--- src/rtl/uart_rx_pkg.sv ---
// uart_rx_pkg
//   Shared definitions for the UART receiver: FSM state codes (3-bit code
//   space shared with the transmitter side, S_DATA added at the end) and the
//   data-length encoding helper.
//   No ports; import with "import uart_rx_pkg::*;".
package uart_rx_pkg;

    typedef enum logic [2:0] {
        S_IDLE   = 3'd0,
        S_START  = 3'd1,
        S_PARITY = 3'd2,
        S_STOP_2 = 3'd3,
        S_STOP   = 3'd4,
        S_DATA   = 3'd5
    } state_t;

    // Length field encodes the number of data bits minus six.
    localparam logic [3:0] LEN_BASE = 4'd6;

    function automatic logic [3:0] data_bits(input logic [1:0] len);
        return {2'b00, len} + LEN_BASE;
    endfunction

endpackage

--- src/rtl/uart_sync.sv ---
// uart_sync
//   Two-flop synchronizer for an asynchronous input line. Both stages reset to
//   RESET_VAL so an idle-high line reads as idle straight out of reset.
//   Ports:
//     i_clk  clock
//     i_rst  synchronous active-high reset
//     i_d    asynchronous input
//     o_q    synchronized output (two i_clk cycles of latency)
module uart_sync #(
    parameter logic RESET_VAL = 1'b1
) (
    input  logic i_clk,
    input  logic i_rst,
    input  logic i_d,
    output logic o_q
);

    logic meta_q, meta_d;
    logic sync_q, sync_d;

    always_comb begin
        meta_d = i_d;
        sync_d = meta_q;
    end

    always_ff @(posedge i_clk) begin
        if (i_rst) begin
            meta_q <= RESET_VAL;
            sync_q <= RESET_VAL;
        end else begin
            meta_q <= meta_d;
            sync_q <= sync_d;
        end
    end

    assign o_q = sync_q;

endmodule

--- src/rtl/uart_rx.sv ---
// uart_rx
//   UART receiver. Oversamples the synchronized RX line on i_ce ticks, deframes
//   start / 6-9 data bits (LSB first) / optional parity / 1 or 2 stop bits and
//   holds one word until i_read.
//   Ports:
//     i_clk, i_rst           clock, synchronous active-high reset
//     i_ce                   oversample tick (OVERSAMPLE x baud)
//     i_rx                   asynchronous RX line, idle high
//     i_length               data bits = i_length + 6
//     i_stop2, i_parity      two stop bits / parity present
//     i_odd                  odd parity (0 = even)
//     i_read                 consume the held word, clears valid and flags
//     o_data                 held word, right-justified
//     o_valid                word held
//     o_parity_err           parity mismatch of held word
//     o_frame_err            a stop bit of the held word sampled low
//     o_overrun              a word was dropped while o_valid was set
//     o_busy                 frame in progress
module uart_rx
    import uart_rx_pkg::*;
#(
    parameter int OVERSAMPLE = 16
) (
    input  logic       i_clk,
    input  logic       i_rst,
    input  logic       i_ce,
    input  logic       i_rx,
    input  logic [1:0] i_length,
    input  logic       i_stop2,
    input  logic       i_parity,
    input  logic       i_odd,
    input  logic       i_read,
    output logic [8:0] o_data,
    output logic       o_valid,
    output logic       o_parity_err,
    output logic       o_frame_err,
    output logic       o_overrun,
    output logic       o_busy
);

    localparam logic [3:0] CNT_LAST  = 4'(OVERSAMPLE - 1);
    localparam logic [3:0] CNT_EARLY = 4'(OVERSAMPLE / 2 - 1);
    localparam logic [3:0] CNT_MID   = 4'(OVERSAMPLE / 2);
    localparam logic [3:0] CNT_LATE  = 4'(OVERSAMPLE / 2 + 1);

    logic   rx_s;
    state_t state_q, state_d;
    logic [3:0] cnt_q, cnt_d;
    logic [3:0] bit_q, bit_d;
    logic [8:0] shreg_q, shreg_d;
    logic [1:0] maj_q, maj_d;
    logic       mid_q, mid_d;
    logic       prev_q, prev_d;
    logic       armed_q, armed_d;
    logic [1:0] warm_q, warm_d;
    logic [1:0] len_q, len_d;
    logic       stop2_q, stop2_d, par_q, par_d, odd_q, odd_d;
    logic       fr_perr_q, fr_perr_d, fr_ferr_q, fr_ferr_d;
    logic [8:0] data_q, data_d;
    logic       valid_q, valid_d, perr_q, perr_d, ferr_q, ferr_d, ovr_q, ovr_d;
    logic       sample_bit, bit_tick, done;

    uart_sync #(.RESET_VAL(1'b1)) u_sync (
        .i_clk (i_clk),
        .i_rst (i_rst),
        .i_d   (i_rx),
        .o_q   (rx_s)
    );

    // Majority of the two stored samples and the live one at the decision tick.
    assign sample_bit = (maj_q[0] & maj_q[1]) | (maj_q[0] & rx_s) | (maj_q[1] & rx_s);

    // The decision tick only counts once the mid sample of the current bit has
    // been taken; this masks the counter passing CNT_LATE right after the
    // realignment at start confirmation.
    assign bit_tick = i_ce && (cnt_q == CNT_LATE) && mid_q;

    // The synchronizer output reflects the real line only after warm_q fills.
    // Start detection is armed once the line has genuinely been seen high, so
    // a line held low from reset cannot fake a falling edge.
    always_comb begin
        state_d   = state_q;
        cnt_d     = cnt_q;
        bit_d     = bit_q;
        shreg_d   = shreg_q;
        maj_d     = maj_q;
        mid_d     = mid_q;
        prev_d    = prev_q;
        len_d     = len_q;
        stop2_d   = stop2_q;
        par_d     = par_q;
        odd_d     = odd_q;
        fr_perr_d = fr_perr_q;
        fr_ferr_d = fr_ferr_q;
        done      = 1'b0;
        warm_d    = {warm_q[0], 1'b1};
        armed_d   = armed_q | (warm_q[1] & rx_s);

        if (i_ce) begin
            prev_d = rx_s;
            cnt_d  = (cnt_q == CNT_LAST) ? 4'd0 : cnt_q + 4'd1;
            if (cnt_q == CNT_EARLY) maj_d[0] = rx_s;
            if (cnt_q == CNT_MID) begin
                maj_d[1] = rx_s;
                mid_d    = 1'b1;
            end
            if (bit_tick) mid_d = 1'b0;

            unique case (state_q)
                S_IDLE: begin
                    if (armed_q && prev_q && !rx_s) begin
                        state_d = S_START;
                        cnt_d   = 4'd0;
                    end
                end
                S_START: begin
                    if (cnt_q == CNT_EARLY) begin
                        if (rx_s) begin
                            state_d = S_IDLE;
                        end else begin
                            // Realign so the start centre sits at CNT_MID-1;
                            // every later bit centre then lands on CNT_MID.
                            state_d   = S_DATA;
                            cnt_d     = CNT_LATE;
                            mid_d     = 1'b0;
                            bit_d     = 4'd0;
                            shreg_d   = 9'd0;
                            fr_perr_d = 1'b0;
                            fr_ferr_d = 1'b0;
                            len_d     = i_length;
                            stop2_d   = i_stop2;
                            par_d     = i_parity;
                            odd_d     = i_odd;
                        end
                    end
                end
                S_DATA: begin
                    if (bit_tick) begin
                        shreg_d = {sample_bit, shreg_q[8:1]};
                        bit_d   = bit_q + 4'd1;
                        if (bit_q == data_bits(len_q) - 4'd1)
                            state_d = par_q ? S_PARITY : (stop2_q ? S_STOP_2 : S_STOP);
                    end
                end
                S_PARITY: begin
                    if (bit_tick) begin
                        fr_perr_d = sample_bit ^ (^shreg_q) ^ odd_q;
                        state_d   = stop2_q ? S_STOP_2 : S_STOP;
                    end
                end
                S_STOP_2: begin
                    if (bit_tick) begin
                        if (!sample_bit) fr_ferr_d = 1'b1;
                        state_d = S_STOP;
                    end
                end
                S_STOP: begin
                    if (bit_tick) begin
                        done    = 1'b1;
                        state_d = S_IDLE;
                    end
                end
                default: state_d = S_IDLE;
            endcase
        end
    end

    // Holding register: i_read clears it; a completing frame loads it when
    // empty or when being read in the same cycle, otherwise flags an overrun.
    always_comb begin
        data_d  = data_q;
        valid_d = valid_q;
        perr_d  = perr_q;
        ferr_d  = ferr_q;
        ovr_d   = ovr_q;
        if (i_read) begin
            valid_d = 1'b0;
            perr_d  = 1'b0;
            ferr_d  = 1'b0;
            ovr_d   = 1'b0;
        end
        if (done) begin
            if (!valid_q || i_read) begin
                data_d  = shreg_q >> (2'd3 - len_q);
                valid_d = 1'b1;
                perr_d  = fr_perr_q;
                ferr_d  = fr_ferr_q | ~sample_bit;
            end else begin
                ovr_d = 1'b1;
            end
        end
    end

    // State and datapath registers.
    always_ff @(posedge i_clk) begin
        if (i_rst) begin
            state_q   <= S_IDLE;
            cnt_q     <= 4'd0;
            bit_q     <= 4'd0;
            shreg_q   <= 9'd0;
            maj_q     <= 2'b11;
            mid_q     <= 1'b0;
            prev_q    <= 1'b1;
            armed_q   <= 1'b0;
            warm_q    <= 2'b00;
            len_q     <= 2'd0;
            stop2_q   <= 1'b0;
            par_q     <= 1'b0;
            odd_q     <= 1'b0;
            fr_perr_q <= 1'b0;
            fr_ferr_q <= 1'b0;
            data_q    <= 9'd0;
            valid_q   <= 1'b0;
            perr_q    <= 1'b0;
            ferr_q    <= 1'b0;
            ovr_q     <= 1'b0;
        end else begin
            state_q   <= state_d;
            cnt_q     <= cnt_d;
            bit_q     <= bit_d;
            shreg_q   <= shreg_d;
            maj_q     <= maj_d;
            mid_q     <= mid_d;
            prev_q    <= prev_d;
            armed_q   <= armed_d;
            warm_q    <= warm_d;
            len_q     <= len_d;
            stop2_q   <= stop2_d;
            par_q     <= par_d;
            odd_q     <= odd_d;
            fr_perr_q <= fr_perr_d;
            fr_ferr_q <= fr_ferr_d;
            data_q    <= data_d;
            valid_q   <= valid_d;
            perr_q    <= perr_d;
            ferr_q    <= ferr_d;
            ovr_q     <= ovr_d;
        end
    end

    assign o_data       = data_q;
    assign o_valid      = valid_q;
    assign o_parity_err = perr_q;
    assign o_frame_err  = ferr_q;
    assign o_overrun    = ovr_q;
    assign o_busy       = (state_q != S_IDLE);

endmodule

--- config.mk ---
export PLATFORM = sky130hd
export DESIGN_NAME = uart_rx
export DESIGN_NICKNAME = d
export VERILOG_FILES = /design/src/rtl/uart_rx_pkg.sv /design/src/rtl/uart_sync.sv /design/src/rtl/uart_rx.sv
export SDC_FILE = /design/constraint.sdc
export NUM_CORES = 1
export LEC_CHECK = 0
export CORE_MARGIN = 2
export CORE_UTILIZATION = 61
export CTS_CLUSTER_SIZE = 40
export DETAILED_ROUTE_END_ITERATION = 8
export GPL_ROUTABILITY_DRIVEN = 0
export PLACE_DENSITY = 0.84
export SLEW_MARGIN = 20
export SYNTH_ARGS = -nofsm -noshare
export SYNTH_HDL_FRONTEND = slang
export SYNTH_SLANG_ARGS = --single-unit
--- constraint.sdc ---
create_clock -name i_clk -period 4.24 [get_ports i_clk]
set_clock_uncertainty 0.1 [all_clocks]
set_input_delay 0.424 -clock i_clk [delete_from_list [all_inputs] [get_ports i_clk]]
set_output_delay 0.424 -clock i_clk [all_outputs]
set_load 0.01 [all_outputs]
==> run_results.csv, run 1 <==
group,metric,value,unit
timing,timing.final.ws_setup,1.594,ns
timing,relSlewSlack,50.61,%
timing,setup_viol,0,
pwr,power_switching_share,29.91,%
run_status,status,"finished, final reports clean",
synth,avgSynthCellArea,9.534,µm²
critical_path,worst-path-buf-inv,1,
synth,ys_seq_elements,49,
routing,post_drt_wl_per_cell,13.60,µm
critical_path,critPathRequiredTime,4.39,ns
clock_network,cts_root_buf,"clkbuf_8",
routing,drtPass1Iterations,4,
clock_network,htree_levels,2,
pwr,p_int,708.9,µW
die,io_pins,24,
routing,dr.first_iter.drc_count,124,
cells_and_area,nFillCells,323,
cells_and_area,nNetsFinal,293,
pwr,comb_power_share,19.1,%
routing,vias,1860,
cells_and_area,utilization,70.48,%
cells_and_area,final_cell_mix,"49 x dfxtp_1, 36 x nor2_1, 26 x mux2i_1",
pwr,p_sw,302.5,µW
cells_and_area,layout_commonest_cell,"dfxtp_1",
synth,ys_types,52,
timing,fin_crit_sh,62.42,%
cells_and_area,diodes,0,
timing,fin_crit,2.646,ns
placement,place_ws,1.342,ns
pwr,power.density,361.3,nW/µm²
clock_network,cts_num_sinks,49,
critical_path,critPathTopFamily,"simple AND/OR/NAND/NOR gates",
clock_network,cts_tree,"built",
die,initial_core_util,63.14,%
flow_run,cap_violations,0,
timing,fmax,377.9,MHz
die,dieArea,4640,µm²
routing,wl_met3,223,µm
cells_and_area,area_growth,11.63,%
critical_path,crit_slowest_cell,"clkdlybuf4s50_1",
critical_path,worstPathCellList,"clkdlybuf4s50_1 > and4b_1 > nand4_1 > nor3b_1 > a21oi_1 > nor2_1",
synth,postSynth.asyncResetShare,0,%
routing,antenna_left,0,
critical_path,endpoint_kind,"register",
clock_network,postCtsSetupRepairBufs,0,
placement,hpwl,3073,µm
routing,dr_wl_met2,2002,µm
clock_network,cts_made_buffers,5,
clock_network,path_clk_slew,0.09,ns
clock_network,cts_buffer_depth,2,
synth,synthesis.nets,278,
critical_path,start_kind,"input pin",
routing,vias_per_cell,5.671,
timing,worst_pin_slew,0.7386,ns
min_path,hold_path.class,"register to register",
routing,highest_layer,"met4",
timing,grt_setup_unrepaired,"false",
die,die_h,68.12,µm
routing,wl_met1,2176,µm
die,core_area,3971,µm²
routing,drc_errors,0,
clock_network,cts_hold_buffers,0,
critical_path,worst-setup-path-type,"input pin to register",
clock_network,cts_resized,0,
synth,seq_area_frac_synth,39.12,%
global_route,grt_first_pass_wirelength,7583,µm
cells_and_area,drive_gt1_share,9.353,%
synth,ys.warnings.count,0,
pwr,p_clk_share,27.6,%
pwr,ir_worst_vdd,0.3502,mV
synth,synth_cells,263,
timing,tns,0,ns
global_route,grt_usage,21.81,%
placement,io_buffer_count,23,
synth,synth_edf_count,0,
pwr,leakage,0.001011,µW
critical_path,worstPathArrival,2.79,ns
global_route,grt_max_degree,31,
timing,drv_slew,0,
critical_path,slowest_delay,0.76,ns
clock_network,clock_latency,0.30,ns
critical_path,cp_max_fo,15,
timing,final_hold_viol_count,0,
pwr,seq_power_share,53.3,%
die,rows,23,
die,die_w,68.12,µm
synth,synth_area,2507,µm²
synth,synthFlopType,"dfxtp_1",
global_route,grt_pass1_vias,1676,
global_route,antenna_found_initial,0,
routing,wl,4462,µm
global_route,gr-total-overflow,0,
[routing by layer]
layer | track usage (%) | vias to the layer above
li1 | - | 947
met1 | 30.82 | 863
met2 | 32.40 | 43
met3 | 5.921 | 7
met4 | 6.750 | 0
met5 | 0 | -
[Yosys cell counts, types with 3 or more instances]
library cell | number | share of area, %
dfxtp_1 | 49 | 39
nor2_1 | 36 | 5.4
mux2i_1 | 26 | 10
a21oi_1 | 19 | 3.8
xnor2_1 | 13 | 4.5
nand2_1 | 9 | 1.3
nand3_1 | 8 | 1.6
clkbuf_1 | 7 | 1.0
o21ai_0 | 7 | 1.4
inv_1 | 6 | 0.90
nand2b_1 | 6 | 1.5
nor2b_1 | 6 | 1.5
ha_1 | 5 | 2.5
mux4_2 | 5 | 4.5
buf_2 | 4 | 0.80
buf_6 | 4 | 1.8
nand3b_1 | 3 | 0.90
or3_1 | 3 | 0.75
xor2_1 | 3 | 1.0
[path summary, 6_finish.rpt]
kind	startpoint	endpoint	slack (ns)	depth (start not counted)
worst min register to register	u_sync.meta_q	u_sync.o_q	0.32	1
worst max register to register	cnt_q[0]	shreg_q[8]	1.82	6
worst max-delay path	i_ce	o_data[7]	1.59	6
worst min-delay path	u_sync.meta_q	u_sync.o_q	0.32	1
[worst reg2reg max path: cells and delay by family (launching register included)]
family	cells	cell delay [ns]
fa+ha+maj	1	0.29
simple gates	4	1.31
compound gates	1	0.19
flops	1	0.44
[power by group through the flow]
stage | clock (µW) | combinational [µW] | sequential (µW)
floorplan | 0 | 191 | 501
global placement | 0 | 185 | 550
detailed placement | 0 | 189 | 550
CTS | 284 | 193 | 538
global route | 304 | 214 | 545
finish | 280 | 193 | 539
[sequential cells by signal, summed over array words and instances (netlist names), 2 cells and up]
register  count
warm_q        2
cnt_q         4
bit_q         4
maj_q         2
shreg_q       9
len_q         2
o_data        9
state_q       3
[kinds of logic (layout without fill, tap and decap cells)]
group | Yosys count | in the layout | share of synthesized area, %
AO/OA/AOI/OAI | 42 | 42 | 10.53
XOR/XNOR | 16 | 16 | 5.589
adder cells (fa/ha/maj) | 5 | 5 | 2.495
buffers and inverters | 22 | 37 | 4.840
flip-flops | 49 | 49 | 39.12
multiplexers | 33 | 33 | 15.77
AND/OR/NAND/NOR | 96 | 96 | 21.66
[layout make-up]
cell class              instances  area [µm²]  area share [%]
clock buffers                   6       82.58           2.950
clock inverters                 1       7.507          0.2682
inverters                       6       22.52          0.8047
multi-input cells             192        1405           50.20
flip-flops and latches         49       980.9           35.05
well taps                      50       62.56           2.235
repair buffers                 24       237.7           8.494
[per-stage QoR]
stage,cells,hold slack (ns),area [µm²],power (µW)
after global routing,328,0.3277,2799,1064
after global placement,321,0.2919,2709,735.1
after floorplan,263,0.2895,2507,691.9
after detailed placement,321,0.2976,2709,738.8
after CTS,328,0.3173,2799,1015
final,328,0.3189,2799,1011
No activity file was read; power rests on OpenSTA's default activity.
==> run 2: changes to the inputs <==
--- a/config.mk
+++ b/config.mk
@@ -6,11 +6,11 @@
 export NUM_CORES = 1
 export LEC_CHECK = 0
 export CORE_MARGIN = 2
-export CORE_UTILIZATION = 61
+export CORE_UTILIZATION = 57
 export CTS_CLUSTER_SIZE = 40
 export DETAILED_ROUTE_END_ITERATION = 8
 export GPL_ROUTABILITY_DRIVEN = 0
-export PLACE_DENSITY = 0.84
+export PLACE_DENSITY = 0.79
 export SLEW_MARGIN = 20
 export SYNTH_ARGS = -nofsm -noshare
 export SYNTH_HDL_FRONTEND = slang
==> constraint.sdc (replaced) <==
create_clock -name i_clk -period 2.7 [get_ports i_clk]
set_clock_uncertainty 0.1 [all_clocks]
set_input_delay 0.27 -clock i_clk [delete_from_list [all_inputs] [get_ports i_clk]]
set_output_delay 0.27 -clock i_clk [all_outputs]
set_load 0.01 [all_outputs]
==> run 2 against run 1 <==
Count of clock-buffer cells in the layout fell by 1. Core utilization decreased by 3.5 points. Sequential power is 58% higher. Combinational power rose by 56%. Worst setup slack got worse by 1.1 ns. Wire length up 4.8%. Die area grew 6.6%. First-iteration DRC count fell by 2.4%. Global-route usage decreased by 1.2 points. Non-clock buffer count up 7. Via count is 2.6% higher. Final cell count up 3.0%.
==> run_results.csv, run 2 (synthesis results as in run 1) <==
group,metric,value,unit
critical_path,worstPathArrival,1.81,ns
min_path,worstHoldEndpoint,"u_sync.o_q",
global_route,gr-total-overflow,0,
routing,post_drt_wl_per_cell,13.84,µm
critical_path,slowest_delay,0.73,ns
critical_path,r2r_slack,0.52,ns
critical_path,reg2reg_depth,6,
clock_network,cts_resized,0,
timing,setup_viol,0,
timing,grt_setup_unrepaired,"false",
min_path,worstHoldPathCells,1,
min_path,min-delay-start,"u_sync.meta_q",
pwr,seq_power_share,50.5,%
cells_and_area,layout_commonest_cell,"dfxtp_1",
clock_network,cts_hold_buffers,0,
timing,relSlewSlack,58.57,%
clock_network,cts_root_buf,"clkbuf_8",
cells_and_area,area_growth,14.72,%
timing,drv_slew,0,
clock_network,cts_num_sinks,49,
die,io_pins,24,
placement,placed_area,2764,µm²
run_status,status,"finished, final reports clean",
die,rows,24,
global_route,grt_usage,20.64,%
clock_network,clock_latency,0.31,ns
die,die_w,70.33,µm
pwr,ir_worst_vdd,0.4399,mV
timing,worst_pin_slew,0.6206,ns
critical_path,reg2reg_from,"len_q[1]",
routing,wl,4678,µm
critical_path,cp_max_fo,17,
cells_and_area,final_cell_mix,"49 x dfxtp_1, 36 x nor2_1, 26 x mux2i_1",
routing,vias_per_cell,5.648,
die,initial_core_util,58.39,%
min_path,hold_path.class,"register to register",
critical_path,start_kind,"register",
timing,final_hold_viol_count,0,
routing,vias,1909,
pwr,power.density,585.4,nW/µm²
cells_and_area,diodes,0,
critical_path,endpoint_kind,"output port",
die,core_area,4294,µm²
pwr,p_clk_share,31.6,%
pwr,comb_power_share,17.9,%
global_route,grt_first_pass_wirelength,8142,µm
flow_run,cap_violations,0,
die,dieArea,4946,µm²
routing,drc_errors,0,
global_route,antenna_found_initial,0,
cells_and_area,final_area,2877,µm²
clock_network,cts_tree,"built",
timing,fin_crit_sh,80.83,%
pwr,p_int,1191,µW
critical_path,crit_slowest_cell,"dfxtp_1",
timing,fin_crit,2.182,ns
critical_path,worst-setup-path-type,"register to output port",
cells_and_area,drive_gt1_share,11.89,%
clock_network,cts_made_buffers,5,
pwr,leakage,0.001061,µW
placement,hpwl,3298,µm
pwr,power_switching_share,29.24,%
clock_network,cts_buffer_depth,2,
cells_and_area,nNetsFinal,300,
timing,tns,0,ns
critical_path,critPathRequiredTime,2.33,ns
routing,drtPass1Iterations,4,
global_route,grt_max_degree,18,
timing,fmax,458.2,MHz
pwr,p_sw,492.4,µW
clock_network,path_clk_slew,0.08,ns
routing,dr.first_iter.drc_count,121,
routing,antenna_left,0,
critical_path,worstPathCellList,"or3_1 > clkdlybuf4s50_1",
critical_path,r2r-end,"state_q[1]",
clock_network,postCtsSetupRepairBufs,0,
die,die_h,70.33,µm
cells_and_area,nFillCells,366,
pwr,p_total,1684,µW
placement,io_buffer_count,23,
global_route,grt_pass1_vias,1737,
clock_network,htree_levels,2,
-- run 2: routing by layer --
layer	part of all wire, %	wire (µm)	GRT usage, %
met3	4.0	188	5.339
met5	0	0	0
met2	44	2068	30.61
met1	50	2335	29.04
met4	1.8	85	7.265
-- run 2: worst max-delay path by stage --
stage                from          to  slack (ns)
2_1_floorplan    cnt_q[0]  shreg_q[8]        0.89
3_3_place_gp     len_q[1]  state_q[1]        0.60
3_5_place_dp         i_ce  shreg_q[7]        0.56
4_1_cts        state_q[1]      o_busy        0.50
5_1_grt          len_q[1]  state_q[1]        0.38
6_report       state_q[1]      o_busy        0.52
-- run 2: stage by stage --
| step | std cells | hold slack [ns] | util (%) | worst slack (ns) |
|---|---|---|---|---|
| after floorplan | 263 | 0.2493 | - | 0.8860 |
| after CTS | 338 | 0.3479 | 66.99 | 0.4977 |
| after detailed placement | 330 | 0.3273 | 64.36 | 0.5567 |
| after global routing | 338 | 0.3603 | 66.99 | 0.3826 |
| final | 338 | 0.3374 | 66.99 | 0.5176 |
| after global placement | 330 | 0.2925 | 64.36 | 0.5998 |
-- run 2: area by class of cell --
| cell class | count | area [µm²] | share of cell area [%] |
|---|---|---|---|
| sequential | 49 | 980.9 | 34.10 |
| clock buffer | 5 | 68.82 | 2.392 |
| timing repair buffer | 31 | 290.3 | 10.09 |
| tap | 52 | 65.06 | 2.262 |
| inverter | 6 | 22.52 | 0.7829 |
| multi-input combinational | 192 | 1405 | 48.85 |
| clock inverter | 3 | 43.79 | 1.522 |
-- run 2: power by group through the flow --
stage | clock, µW | sequential [µW] | combinational (µW)
detailed placement | 0 | 866 | 299
floorplan | 0 | 786 | 300
global route | 566 | 862 | 336
global placement | 0 | 864 | 296
finish | 531 | 850 | 302
CTS | 542 | 849 | 302
-- run 2: worst max-delay path, delay by kind of cell (launching register included) --
kind,cells,cell delay [ns]
buffers and inverters,1,0.54
AND/OR/NAND/NOR,1,0.24
flip-flops,1,0.73
